File: src/rtl/phas_gen_pkg.sv
// phas_gen_pkg: shared constants and FSM state type for the two-channel
// phase-lagged square-wave generator (phas_sig_gen) and its delay divider.
package phas_gen_pkg;

   // Default widths of period/counter/delay and of the phase input.
   localparam int CNT_W_DFLT    = 32;
   localparam int PH_W_DFLT     = 9;

   // Degrees in one full waveform period (the DEG_FULL constant).
   localparam int DEG_FULL_DFLT = 360;

   // Config/apply sequencer states.
   typedef enum logic [1:0] {
      IDLE = 2'd0,   // no waveform applied yet, waiting for a config
      CALC = 2'd1,   // dividing period*phase by DEG_FULL
      PEND = 2'd2,   // delay ready, waiting for a safe moment to apply
      RUN  = 2'd3    // waveform applied, ready for a new config
   } state_t;

endpackage

File: src/rtl/phas_delay_div.sv
// phas_delay_div: start/done restoring divider with fixed latency.
// Converts period*phase into a cycle delay by dividing by DEG_FULL.
// The first quotient bit retires on the start edge, and one more bit
// retires per clock after that. done is high in the cycle whose closing
// edge retires the last bit. quotient is valid from the cycle after done
// and holds until the next start.
import phas_gen_pkg::*;

module phas_delay_div #(
   parameter int CNT_W = CNT_W_DFLT,
   parameter int PH_W  = PH_W_DFLT,
   parameter int DVD_W = CNT_W + PH_W
) (
   input  logic             clk,
   input  logic             rst_n,
   input  logic             start,
   input  logic [DVD_W-1:0] dividend,
   input  logic [PH_W-1:0]  divisor,
   output logic             done,
   output logic [CNT_W-1:0] quotient
);

   localparam int SW = $clog2(DVD_W + 1);
   localparam logic [SW-1:0] LAST_STEP = SW'(DVD_W - 1);

   logic [DVD_W-1:0] dvd_q;      // dividend bits not yet shifted in (MSB first)
   logic [PH_W-1:0]  rem_q;      // partial remainder, always < divisor
   logic [PH_W-1:0]  dsr_q;      // divisor held for the whole division
   logic [CNT_W-1:0] quo_q;      // quotient; it always fits CNT_W bits
   logic [SW-1:0]    step_q;     // quotient bits retired so far
   logic             busy_q;

   logic [PH_W:0]    trial;
   logic [PH_W-1:0]  dsr_sel;
   logic             fits;
   logic [PH_W-1:0]  rem_nx;
   logic [DVD_W-1:0] dvd_nx;
   logic [CNT_W-1:0] quo_nx;

   // One restoring step. On start it works on the fresh operands; after
   // that it works on the registered partial results.
   always_comb begin
      trial   = '0;
      dsr_sel = dsr_q;
      fits    = 1'b0;
      rem_nx  = rem_q;
      dvd_nx  = dvd_q;
      quo_nx  = quo_q;
      if (start) begin
         trial   = {{PH_W{1'b0}}, dividend[DVD_W-1]};
         dsr_sel = divisor;
         dvd_nx  = {dividend[DVD_W-2:0], 1'b0};
      end else begin
         trial   = {rem_q, dvd_q[DVD_W-1]};
         dvd_nx  = {dvd_q[DVD_W-2:0], 1'b0};
      end
      fits   = (trial >= {1'b0, dsr_sel});
      rem_nx = fits ? PH_W'(trial - {1'b0, dsr_sel}) : trial[PH_W-1:0];
      quo_nx = start ? {{(CNT_W-1){1'b0}}, fits} : {quo_q[CNT_W-2:0], fits};
   end

   // Operand/result registers and the fixed-length step counter.
   always_ff @(posedge clk or negedge rst_n) begin
      if (!rst_n) begin
         dvd_q  <= '0;
         rem_q  <= '0;
         dsr_q  <= '0;
         quo_q  <= '0;
         step_q <= '0;
         busy_q <= 1'b0;
      end else if (start) begin
         dvd_q  <= dvd_nx;
         rem_q  <= rem_nx;
         dsr_q  <= divisor;
         quo_q  <= quo_nx;
         step_q <= SW'(1);
         busy_q <= 1'b1;
      end else if (busy_q) begin
         dvd_q  <= dvd_nx;
         rem_q  <= rem_nx;
         quo_q  <= quo_nx;
         step_q <= step_q + SW'(1);
         if (step_q == LAST_STEP) begin
            busy_q <= 1'b0;
         end
      end
   end

   assign done     = busy_q && (step_q == LAST_STEP);
   assign quotient = quo_q;

endmodule

File: src/rtl/phas_sig_gen.sv
// phas_sig_gen: two-channel square-wave source. sig_A is the reference and
// sig_B lags it by a programmable phase (0..DEG_FULL-1 degrees) at a
// programmable period. New settings are converted into a cycle delay by
// phas_delay_div. They switch in only at a period boundary, so the outputs
// never show a runt pulse.
// Build option: define SYNC_OUT_EN to add the 'sync' output. It gives a
// one-cycle pulse at the start of every waveform period.
//
// Config handshake: a transfer happens on a rising clk edge where
// cfg_valid && cfg_ready. cfg_ready depends only on the state register and
// is high in IDLE and RUN. An illegal beat is still consumed: it produces a
// one-cycle cfg_err pulse and changes nothing else.
import phas_gen_pkg::*;

module phas_sig_gen #(
   parameter int CNT_W    = CNT_W_DFLT,
   parameter int PH_W     = PH_W_DFLT,
   parameter int DEG_FULL = DEG_FULL_DFLT
) (
   input  logic             clk,
   input  logic             rst_n,
   input  logic             en,
   input  logic             cfg_valid,
   output logic             cfg_ready,
   input  logic [CNT_W-1:0] cfg_period,
   input  logic [PH_W-1:0]  cfg_phase,
   output logic             cfg_err,
   output logic             active,
   output logic             sig_A,
   output logic             sig_B,
`ifdef SYNC_OUT_EN
   output logic             sync,
`endif
   output state_t           dbg_state
);

   localparam int DVD_W = CNT_W + PH_W;
   localparam logic [PH_W-1:0] DEG_DIV = PH_W'(DEG_FULL);

   state_t           state, state_nx;

   logic [CNT_W-1:0] period_q;      // applied period P
   logic [CNT_W-1:0] half_q;        // applied high time H = P>>1
   logic [CNT_W-1:0] delay_q;       // applied sig_B lag D in cycles
   logic [CNT_W-1:0] cnt_q;         // position within the period, 0..P-1
   logic [CNT_W-1:0] new_period_q;  // accepted period waiting to be applied
   logic             active_q;
   logic             err_q;
   logic             a_q, b_q;
`ifdef SYNC_OUT_EN
   logic             sync_q;
`endif

   logic             take;
   logic             legal;
   logic             div_start;
   logic             div_done;
   logic [CNT_W-1:0] div_quo;
   logic [DVD_W-1:0] product;
   logic             step;
   logic             wrap;
   logic             apply;
   logic [CNT_W-1:0] cnt_b;

   assign cfg_ready = (state == IDLE) || (state == RUN);
   assign take      = cfg_valid && cfg_ready;
   assign legal     = (cfg_period >= CNT_W'(2)) && (cfg_phase < DEG_DIV);
   assign product   = DVD_W'(cfg_period) * DVD_W'(cfg_phase);

   // The waveform advances only while a config is applied and en is high.
   // This holds in every state, so the old waveform keeps running through
   // CALC and PEND.
   assign step      = active_q && en;
   assign wrap      = step && (cnt_q == period_q - CNT_W'(1));

   // sig_B's position in its own period: cnt delayed by D, modulo P.
   assign cnt_b     = (cnt_q >= delay_q) ? (cnt_q - delay_q)
                                         : (cnt_q + period_q - delay_q);

   phas_delay_div #(
      .CNT_W (CNT_W),
      .PH_W  (PH_W)
   ) u_div (
      .clk      (clk),
      .rst_n    (rst_n),
      .start    (div_start),
      .dividend (product),
      .divisor  (DEG_DIV),
      .done     (div_done),
      .quotient (div_quo)
   );

   // Sequencer state register.
   always_ff @(posedge clk or negedge rst_n) begin
      if (!rst_n) begin
         state <= IDLE;
      end else begin
         state <= state_nx;
      end
   end

   // Next state, divider start and the apply strobe.
   always_comb begin
      state_nx  = state;
      div_start = 1'b0;
      apply     = 1'b0;
      case (state)
         IDLE, RUN: begin
            if (take && legal) begin
               div_start = 1'b1;
               state_nx  = CALC;
            end
         end
         CALC: begin
            if (div_done) begin
               state_nx = PEND;
            end
         end
         PEND: begin
            // With nothing running there is no waveform to protect. Otherwise
            // wait for the P-1 -> 0 wrap so the switch lands on a boundary.
            if (!active_q || wrap) begin
               apply    = 1'b1;
               state_nx = RUN;
            end
         end
         default: begin
            state_nx = IDLE;
         end
      endcase
   end

   // Capture the accepted period and flag rejected beats.
   always_ff @(posedge clk or negedge rst_n) begin
      if (!rst_n) begin
         new_period_q <= '0;
         err_q        <= 1'b0;
      end else begin
         err_q <= take && !legal;
         if (div_start) begin
            new_period_q <= cfg_period;
         end
      end
   end

   // Applied waveform parameters and the period counter.
   always_ff @(posedge clk or negedge rst_n) begin
      if (!rst_n) begin
         period_q <= '0;
         half_q   <= '0;
         delay_q  <= '0;
         cnt_q    <= '0;
         active_q <= 1'b0;
      end else if (apply) begin
         period_q <= new_period_q;
         half_q   <= new_period_q >> 1;
         delay_q  <= div_quo;
         cnt_q    <= '0;
         active_q <= 1'b1;
      end else if (step) begin
         cnt_q <= wrap ? '0 : cnt_q + CNT_W'(1);
      end
   end

   // Registered outputs, one cycle behind cnt. They hold while frozen.
   always_ff @(posedge clk or negedge rst_n) begin
      if (!rst_n) begin
         a_q <= 1'b0;
         b_q <= 1'b0;
      end else if (step) begin
         a_q <= (cnt_q < half_q);
         b_q <= (cnt_b < half_q);
      end
   end

`ifdef SYNC_OUT_EN
   // Period-start marker, aligned with the registered outputs.
   always_ff @(posedge clk or negedge rst_n) begin
      if (!rst_n) begin
         sync_q <= 1'b0;
      end else begin
         sync_q <= step && (cnt_q == '0);
      end
   end

   assign sync = sync_q;
`endif

   assign cfg_err   = err_q;
   assign active    = active_q;
   assign sig_A     = a_q;
   assign sig_B     = b_q;
   assign dbg_state = state;

endmodule

File: config.mk
export PLATFORM = sky130hd
export DESIGN_NAME = phas_sig_gen
export DESIGN_NICKNAME = d
export VERILOG_FILES = /design/src/rtl/phas_gen_pkg.sv /design/src/rtl/phas_delay_div.sv /design/src/rtl/phas_sig_gen.sv
export SDC_FILE = /design/constraint.sdc
export NUM_CORES = 1
export LEC_CHECK = 0
export ABC_AREA = 1
export CAP_MARGIN = 10
export CORE_AREA = 2 2 267 269
export DETAILED_ROUTE_END_ITERATION = 10
export DIE_AREA = 0 0 269 271
export GPL_ROUTABILITY_DRIVEN = 0
export HOLD_SLACK_MARGIN = 0.12
export PLACE_DENSITY = 0.57
export SLEW_MARGIN = 20
export SYNTH_ARGS = -nofsm -noshare
export SYNTH_HDL_FRONTEND = slang
export SYNTH_HIERARCHICAL = 1
export SYNTH_SLANG_ARGS = --single-unit
export TNS_END_PERCENT = 50
File: constraint.sdc
create_clock -name clk -period 10.4 [get_ports clk]
set_clock_uncertainty 0.1 [all_clocks]
set_input_delay 3.12 -clock clk [delete_from_list [all_inputs] [get_ports clk]]
set_output_delay 3.12 -clock clk [all_outputs]
set_load 0.05 [all_outputs]
==> reports/metrics.cfg, run 1 <==
[run_status]
status=complete, no violations

[global_routing]
antenna_found_initial=0
grt.total_usage_pct=21.8
grt_pass1_vias=23727
grt-ovfl-total=0
grt_max_degree=120
grt_pass1_wl_mm=127

[pwr]
p_seq_share_pct=21.2
power_density_mw_per_mm2=197
switching_share_pct=47.9
power.share.combinational_pct=61.9
p_sw_w=0.00286
p_int_w=0.00311
p_leak_nw=16.9
p_clk_share_pct=17.0
vdd_drop_max_mv=0.142

[clocking]
post_cts_buffers=0
ctsResizeCount=0
cts-root-buf=clkbuf_16
clkTransAtPathRegs_ns=0.06
clock_sinks=231
cts_hold_buf=0
cts-htree-levels=1
numCtsBuffers=26
ctsLongestPathBuffers=3
clk_latency_ns=0.55
cts_tree=yes

[synthesis]
synth_seq_cells=231
muxShareOfSynthArea_pct=0.0359
netlist_instances=3810
synth_seq_area_share_pct=20.8
yosys.area.top_type=dfrtp_1
synth_top_family_by_area=adder cells
synth_top_area_share_pct=20.8
ys_top_cells_by_count=nand2_1 (896), inv_1 (873), fa_1 (244)
synthSimpleGateAreaFrac_pct=23.2
yosys_warnings=6
synth_most_common_cell=nand2_1
ys_types=60
synth_ff_type=dfrtp_1
synth_xor_area_share_pct=4.07
synth-edff-count=0
netlist_area_sq_mm=0.0279
synth_fa_ha_area_share_pct=26.5
synth_area_leaders=dfrtp_1 (21%), fa_1 (18%), nand2_1 (12%)
synth_area_per_cell_sq_um=7.31
synth_compound_area_share_pct=11.2
synthArstFlopShare_pct=100

[timing]
max_freq_ghz=0.105
slew_viol_final=0
worst_pin_slew_ns=0.974
period_needed_ns=9.56
setup_ws_ns=0.843
setup_viol=0
tns_ns=0
final.period_utilization_pct=91.9
final-hold-violation-count=0
rsz0062_at_grt=no
timing.max_slew.rel_slack_pct=34.5

[worst_hold_path]
min_from=u_div/rem_q[4]
hold_depth=2
hold_end=u_div/rem_q[4]
hold_class=flip-flop to flip-flop

[worst_setup_path]
crit_buf_inv=6
worst-r2r-setup-slack_ns=5.26
critPathMaxStageDelay_ns=0.89
cp-end-kind=flip-flop
crit_type=input pin to flip-flop
cp_max_fo=11
worstPathArrival_ns=9.89
startpoint_type=input pin
ff2ff_path_depth=21
reg2reg_to=sig_B
cpMostUsedCell=nand2_1
crit_cells=33
cp_top_family=adder cells
crit_slowest_cell=clkdlybuf4s50_1
crit_required_ns=10.73
timing.rr.start=cnt_q[28]

[final_layout]
drive_gt1_share_pct=5.83
fin_area_sq_mm=0.0302
antenna_cells=0
num-nets-final=4278
areaGrowthSynthToFinish_pct=8.43
final_util_pct=43.3

[detailed_routing]
first_pass_iters=5
m1WireLength_mm=35.5
avgViaCountPerCell=4.95
dr_total_vias=23500
dr_wl_met3_mm=3.21
top_layer=met4
antenna_left=0
drtIter0Drc=1362
wl_met2_mm=36.6
drt_wl_total_mm=77.3
wl_per_cell_microns=16.3
drc=0

[floorplan]
coreArea_sq_mm=0.0698
std_cell_rows=97
die_y_microns=271
ios=52
die-area_sq_mm=0.0729
initial_utilization_pct=39.9
die_w_microns=269

[place]
dp_hpwl_mm=60.8
preCtsSetupSlack_ns=0.316
placed_area_sq_mm=0.0293
placement.io_buffers=51

[job]
max-cap-violations=0

==> power groups by stage <==
stage          clock, W  sequential (W)  combinational [W]
4_1_cts         0.00104         0.00126            0.00373
3_5_place_dp          0         0.00128            0.00371
2_1_floorplan         0         0.00126            0.00281
3_3_place_gp          0         0.00127            0.00369
5_1_grt         0.00107         0.00129            0.00426
6_report        0.00101         0.00126            0.00369
==> cells in the final DEF (no fill, tap or decap), drive strengths merged, types with 14 or more instances in the layout <==
| cell | instances |
|---|---|
| a21o | 14 |
| a21oi | 213 |
| a31oi | 19 |
| buf | 30 |
| clkbuf | 35 |
| clkdlybuf4s50 | 50 |
| dfrtp | 231 |
| fa | 244 |
| ha | 199 |
| inv | 876 |
| nand2 | 906 |
| nand3 | 164 |
| nand4 | 55 |
| nor2 | 263 |
| nor3 | 41 |
| nor4 | 25 |
| o21ai | 157 |
| o221ai | 45 |
| or2 | 17 |
| xnor2 | 32 |
| xor2 | 95 |
==> tightest hold or removal path, delay by kind of cell, from the launching register on <==
kind,cells,cell delay (ns)
flip-flops,1,0.34
AND/OR/NAND/NOR,2,0.10
==> registers in the layout, summed over array words and instances (netlist names), 2 cells and up <==
register,count
delay_q,32
u_div/step_q,6
u_div/dsr_q,9
u_div/dvd_q,40
u_div/rem_q,9
u_div/quotient,32
new_period_q,32
cnt_q,32
period_q,32
dbg_state,2
==> per-stage QoR <==
stage                     cells  hold WS [ns]  total power, W
after floorplan            3817         0.344         0.00407
after global placement     4702         0.367         0.00497
after detailed placement   4702         0.365         0.00499
after CTS                  4749         0.383         0.00603
after global routing       4749         0.418         0.00662
final                      4749         0.378         0.00597
==> cells by family (layout without fill, tap and decap cells) <==
logic type / Yosys count / after routing
xor+xnor: 128 / 128
buf+inv: 1013 / 1005
flops: 231 / 231
fa+ha+maj: 443 / 443
mux: 1 / 1
other cells: 2 / 9
compound gates: 508 / 508
simple gates: 1484 / 1484
==> area by class of cell <==
| type | count | area (sq um) |
|---|---|---|
| fillers | 7206 | 39600 |
| repair buffers | 80 | 846 |
| clock buffers | 35 | 746 |
| well taps | 940 | 1180 |
| flip-flops and latches | 231 | 5780 |
| inverters | 878 | 3300 |
| multi-input cells | 2573 | 18200 |
| clock inverters | 12 | 189 |
==> metal layers <==
metal / vias up / global-route usage [%]
met2: 468 / 37.0
met1: 11204 / 29.8
met3: 107 / 1.86
met5: - / 0
li1: 11721 / -
met4: 0 / 5.69
==> worst max path at each step <==
stage	to	from	slack [ns]
finish	u_div/rem_q[2]	cfg_period[15]	0.84
global route	u_div/rem_q[2]	cfg_period[13]	0.28
CTS	u_div/rem_q[2]	cfg_period[15]	0.90
detailed placement	u_div/rem_q[8]	cfg_period[15]	0.32
global placement	u_div/rem_q[8]	cfg_period[15]	0.38
floorplan	u_div/rem_q[7]	cfg_phase[7]	1.58
Note: power is estimated with default switching activity, not from simulation.
==> run 2, diff against run 1 <==
HOLD_SLACK_MARGIN = 0.08   (was 0.12)
RECOVER_POWER = 100   (was unset)
==> run 2 against run 1 <==
Effect of this change: the flow now finishes with violations (max-capacitance violations, max-slew violations); maximum frequency decreased by 0.99%; register-to-register slack lost 1.8 ns; clock power about the same; die area stayed put; count of clock-buffer cells in the layout unchanged; utilization is 0.27 points lower; total power decreased by 0.22%; setup slack got worse by 0.096 ns; combinational power barely moved; largest power group unchanged.
==> reports/metrics.cfg, run 2 (same netlist as run 1, synthesis figures left out) <==
[clocking]
post_cts_buffers=0  ; unchanged
clkTransAtPathRegs_ns=0.06  ; about the same
clk_latency_ns=0.55  ; about the same
cts_hold_buf=0  ; unchanged
ctsResizeCount=0  ; unchanged
ctsLongestPathBuffers=3  ; unchanged
clock_sinks=231  ; unchanged
cts-htree-levels=1  ; unchanged
cts-root-buf=clkbuf_16  ; unchanged
cts_tree=yes  ; unchanged
numCtsBuffers=26  ; unchanged

[global_routing]
groute.layer.met2.usage_pct=37.0  ; unchanged
grtUsageMet1_pct=29.8  ; unchanged
antenna_found_initial=1  ; was 0
grt.total_usage_pct=21.8  ; unchanged
grt_pass1_vias=23727  ; unchanged
grt_pass1_wl_mm=127  ; unchanged
grt_max_degree=120  ; unchanged
grt-busiest-layer=met2  ; unchanged
grt_use_met3_pct=1.86  ; unchanged
grt-ovfl-total=0  ; unchanged

[floorplan]
die-area_sq_mm=0.0729  ; unchanged
std_cell_rows=97  ; unchanged
ios=52  ; unchanged
coreArea_sq_mm=0.0698  ; unchanged
die_y_microns=271  ; unchanged
initial_utilization_pct=39.9  ; unchanged
die_w_microns=269  ; unchanged

[run_status]
status=complete, but fails checks  ; was complete, no violations
violations=max-capacitance violations, max-slew violations

[final_layout]
num-nets-final=4278  ; unchanged
top_register=u_div/dvd_q  ; unchanged
largest_register_ff_count=40  ; unchanged
layout_common_cells=nand2_1 (895), inv_1 (874), fa_1 (244)  ; was nand2_1 (895), inv_1 (873), fa_1 (244)
drive_gt1_share_pct=4.59  ; was 5.83%
antenna_cells=0  ; unchanged
areaGrowthSynthToFinish_pct=7.74  ; was 8.43%
final_common_cell=nand2_1  ; unchanged

[pwr]
p_leak_nw=16.9  ; about the same
vdd_drop_max_mv=0.141  ; was 0.142 mV
p_sw_w=0.00285  ; was 0.00286 W
p_total_w=0.00595  ; was 0.00597 W
p_clk_share_pct=17.0  ; about the same
power_density_mw_per_mm2=198  ; was 197 mW/mm^2
p_int_w=0.00310  ; was 0.00311 W
power.share.combinational_pct=61.8  ; was 61.9%
switching_share_pct=47.8  ; was 47.9%
p_seq_share_pct=21.2  ; about the same

[worst_setup_path]
cp_max_fo=11  ; unchanged
worstPathArrival_ns=9.98  ; was 9.89 ns
cpMostUsedCell=nand2_1  ; unchanged
startpoint_type=input pin  ; unchanged
crit_slowest_cell=dlygate4sd3_1  ; was clkdlybuf4s50_1
cp-end-kind=flip-flop  ; unchanged
critPathMaxStageDelay_ns=0.96  ; was 0.89 ns
crit_required_ns=10.73  ; about the same
crit_type=input pin to flip-flop  ; unchanged

[detailed_routing]
drtIter0Drc=1356  ; was 1,362
dr_total_vias=23594  ; was 23,500
avgViaCountPerCell=4.97  ; was 4.95
first_pass_iters=5  ; unchanged
drc=0  ; unchanged
wl_per_cell_microns=16.3  ; about the same
antenna_left=0  ; unchanged
drt_wl_total_mm=77.3  ; about the same

[place]
preCtsSetupSlack_ns=0.316  ; unchanged
dp_hpwl_mm=60.8  ; unchanged
placement.io_buffers=51  ; unchanged

[timing]
tns_ns=0  ; unchanged
period_needed_ns=9.65  ; was 9.56 ns
worst_pin_slew_ns=6.58  ; was 0.974 ns
final-hold-violation-count=0  ; unchanged
setup_ws_ns=0.747  ; was 0.843 ns
rsz0062_at_grt=no  ; unchanged
timing.max_slew.rel_slack_pct=-339  ; was 34.5%
final.period_utilization_pct=92.8  ; was 91.9%
setup_viol=0  ; unchanged
max_freq_ghz=0.104  ; was 0.105 GHz
whs_ns=0.377  ; was 0.378 ns
slew_viol_final=426  ; was 0

[worst_hold_path]
hold_class=flip-flop to flip-flop  ; unchanged

[job]
max-cap-violations=7  ; was 0

[run 2: changes by cell type in the layout (fill, tap and decap cells not counted), sizes merged]
cell	delta
clkdlybuf4s50	-11
clkbuf	+8
buf	-8
clkinvlp	+1
dlygate4sd3	+11
inv	-1
[run 2: final timing paths]
kind                                 from              to  slack [ns]  depth (start not counted)
setup / recovery           cfg_period[13]  u_div/rem_q[2]        0.75                         33
hold / removal             u_div/rem_q[4]  u_div/rem_q[4]        0.38                          2
setup reg to reg                   active    period_q[29]        3.50                         11
hold reg to reg            u_div/rem_q[4]  u_div/rem_q[4]        0.38                          2
max in group asynchronous           rst_n     delay_q[26]        1.57                          1
min in group asynchronous           rst_n  u_div/dsr_q[6]        4.85                          1
[run 2: worst max-delay path, delay by kind of cell]
| family | cells | cell delay [ns] |
|---|---|---|
| XOR/XNOR | 1 | 0.05 |
| buffers and inverters | 6 | 1.22 |
| adder cells (fa/ha/maj) | 7 | 3.06 |
| AO/OA/AOI/OAI | 1 | 0.31 |
| AND/OR/NAND/NOR | 18 | 2.20 |
[run 2: layout make-up]
cell class	instances	area, sq um
Tap cell	940	1180
Sequential cell	231	5780
Clock inverter	12	189
Inverter	878	3300
Clock buffer	35	746
Fill cell	7253	39800
Multi-Input combinational cell	2573	18000
Timing Repair Buffer	80	811
[run 2: through the flow]
step	instance area, sq um	instances	util, %
6_report	30000	4749	43.0
5_1_grt	30000	4749	43.0
4_1_cts	30200	4749	43.3
3_5_place_dp	29300	4702	41.9
3_3_place_gp	29300	4702	41.9
2_1_floorplan	27900	3817	-
[run 2: power by group through the flow]
stage,sequential [W],clock [W],combinational [W]
final,0.00126,0.00101,0.00368
after global routing,0.00129,0.00107,0.00425
after CTS,0.00126,0.00104,0.00373
after detailed placement,0.00128,0,0.00371
after global placement,0.00127,0,0.00369
after floorplan,0.00126,0,0.00281
[run 2: routing by layer]
layer	share of wire, %	up-vias
li1	-	11725
met1	46	11263
met2	47	491
met3	4.4	113
met4	2.6	2
met5	0.017	-
==> run 3, diff against run 2 <==
REMOVE_ABC_BUFFERS = 1   (was unset)
==> run 3 against run 2 <==
Effect of this change: the flow still finishes with violations (max-capacitance violations, max-slew violations); total power fell by 1.2%; sequential share of layout area barely moved; setup slack improved by 0.086 ns; non-clock buffer count rose by 2; register-to-register slack barely moved; sequential cell count did not move; highest routed layer is now met4.
==> reports/metrics.cfg, run 3 (same netlist as run 1, synthesis figures left out) <==
[final_layout]
final_util_pct=43.0  ; about the same
areaGrowthSynthToFinish_pct=7.70  ; was 7.74%
antenna_cells=0  ; unchanged
drive_gt1_share_pct=4.54  ; was 4.59%
final_common_cell=nand2_1  ; unchanged
fin_area_sq_mm=0.0300  ; about the same
layout_common_cells=nand2_1 (897), inv_1 (874), fa_1 (244)  ; was nand2_1 (895), inv_1 (874), fa_1 (244)
top_register=u_div/dvd_q  ; unchanged
num-nets-final=4281  ; was 4,278
largest_register_ff_count=40  ; unchanged

[pwr]
p_leak_nw=16.9  ; about the same
p_seq_share_pct=21.3  ; was 21.2%
p_clk_share_pct=17.0  ; about the same
power.share.combinational_pct=61.7  ; was 61.8%
power_density_mw_per_mm2=196  ; was 198 mW/mm^2
switching_share_pct=47.7  ; was 47.8%
p_sw_w=0.00280  ; was 0.00285 W
vdd_drop_max_mv=0.120  ; was 0.141 mV
p_int_w=0.00307  ; was 0.00310 W

[clocking]
ctsLongestPathBuffers=3  ; unchanged
ctsResizeCount=0  ; unchanged
clk_latency_ns=0.54  ; was 0.55 ns
post_cts_buffers=0  ; unchanged
cts_hold_buf=0  ; unchanged
cts-htree-levels=1  ; unchanged
cts-root-buf=clkbuf_16  ; unchanged
cts_tree=yes  ; unchanged
numCtsBuffers=27  ; was 26
clkTransAtPathRegs_ns=0.06  ; about the same
clock_sinks=231  ; unchanged

[timing]
period_needed_ns=9.57  ; was 9.65 ns
max_freq_ghz=0.105  ; was 0.104 GHz
slew_viol_final=204  ; was 426
tns_ns=0  ; unchanged
final-hold-violation-count=0  ; unchanged
setup_viol=0  ; unchanged
rsz0062_at_grt=no  ; unchanged
whs_ns=0.383  ; was 0.377 ns
final.period_utilization_pct=92.0  ; was 92.8%
timing.max_slew.rel_slack_pct=-123  ; was -339%
setup_ws_ns=0.833  ; was 0.747 ns
worst_pin_slew_ns=3.34  ; was 6.58 ns

[worst_setup_path]
cp_max_fo=89  ; was 11
crit_required_ns=10.77  ; was 10.73 ns
worst-r2r-setup-slack_ns=3.49  ; was 3.50 ns
startpoint_type=input pin  ; unchanged
crit_type=input pin to flip-flop  ; unchanged
worstPathArrival_ns=9.94  ; was 9.98 ns
cp-end-kind=flip-flop  ; unchanged

[floorplan]
ios=52  ; unchanged
coreArea_sq_mm=0.0698  ; unchanged
die_y_microns=271  ; unchanged
die-area_sq_mm=0.0729  ; unchanged
std_cell_rows=97  ; unchanged
die_w_microns=269  ; unchanged
initial_utilization_pct=39.9  ; unchanged

[detailed_routing]
wl_met2_mm=34.3  ; was 36.6 mm
wl_per_cell_microns=16.0  ; was 16.3 microns
dr_total_vias=23345  ; was 23,594
antenna_left=0  ; unchanged
top_layer=met4  ; was met5
drtIter0Drc=1400  ; was 1,356
dr_wl_met3_mm=3.25  ; was 3.38 mm
first_pass_iters=5  ; unchanged
avgViaCountPerCell=4.91  ; was 4.97
drc=0  ; unchanged
m1WireLength_mm=35.9  ; was 35.3 mm
drt_wl_total_mm=75.9  ; was 77.3 mm

[run_status]
violations=max-capacitance violations, max-slew violations  ; unchanged
status=complete, but fails checks  ; unchanged

[global_routing]
grt.total_usage_pct=21.4  ; was 21.8%
antenna_found_initial=0  ; was 1
grt_pass1_vias=23459  ; was 23,727
grt-ovfl-total=0  ; unchanged
grt_pass1_wl_mm=125  ; was 127 mm
grt_max_degree=179  ; was 120

[place]
placed_area_sq_mm=0.0293  ; unchanged
preCtsSetupSlack_ns=0.418  ; was 0.316 ns
dp_hpwl_mm=60.0  ; was 60.8 mm
placement.io_buffers=51  ; unchanged

[job]
max-cap-violations=4  ; was 7

[worst_hold_path]
hold_class=flip-flop to flip-flop  ; unchanged

==> run 3: stage by stage <==
step	std cells	total power, W
6_report	4753	0.00588
5_1_grt	4753	0.00653
4_1_cts	4753	0.00593
3_5_place_dp	4704	0.00491
3_3_place_gp	4704	0.00490
2_1_floorplan	3682	0.00402
==> run 3: final cells by class <==
class / instances / area (sq um)
fillers: 7284 / 39800
multi-input cells: 2573 / 18000
flip-flops and latches: 231 / 5780
inverters: 878 / 3300
well taps: 940 / 1180
repair buffers: 82 / 815
clock buffers: 32 / 714
clock inverters: 17 / 205
==> run 3: critical path, stage by stage <==
cell	delay (ns)
dlygate4sd3_1	0.53
nand2_1	0.06
clkbuf_1	1.66
inv_1	1.16
nand4_2	0.34
clkbuf_1	1.00
nand2_1	0.40
nand2_8	0.62
clkbuf_4	0.71
nor2_1	0.13
a21oi_2	0.12
==> run 3: worst paths after layout <==
path | startpoint | end | depth (start not counted)
max in group asynchronous | rst_n | u_div/dvd_q[37] | 2
hold / removal | u_div/rem_q[7] | u_div/rem_q[7] | 2
hold reg to reg | u_div/rem_q[7] | u_div/rem_q[7] | 2
min in group asynchronous | rst_n | sig_B | 1
setup reg to reg | active | period_q[24] | 10
setup / recovery | en | period_q[24] | 11
==> run 3: power groups by stage <==
| stage | Clock (W) | Combinational [W] | Sequential [W] |
|---|---|---|---|
| global placement | 0 | 0.00363 | 0.00127 |
| global route | 0.00106 | 0.00419 | 0.00128 |
| floorplan | 0 | 0.00276 | 0.00126 |
| detailed placement | 0 | 0.00363 | 0.00127 |
| finish | 0.000998 | 0.00363 | 0.00125 |
| CTS | 0.00102 | 0.00365 | 0.00126 |
==> run 3: per-layer routing <==
layer / vias to the layer above / track usage, %
li1: 11740 / -
met1: 10962 / 30.5
met2: 537 / 34.5
met3: 106 / 1.57
met4: 0 / 6.42
met5: - / 0
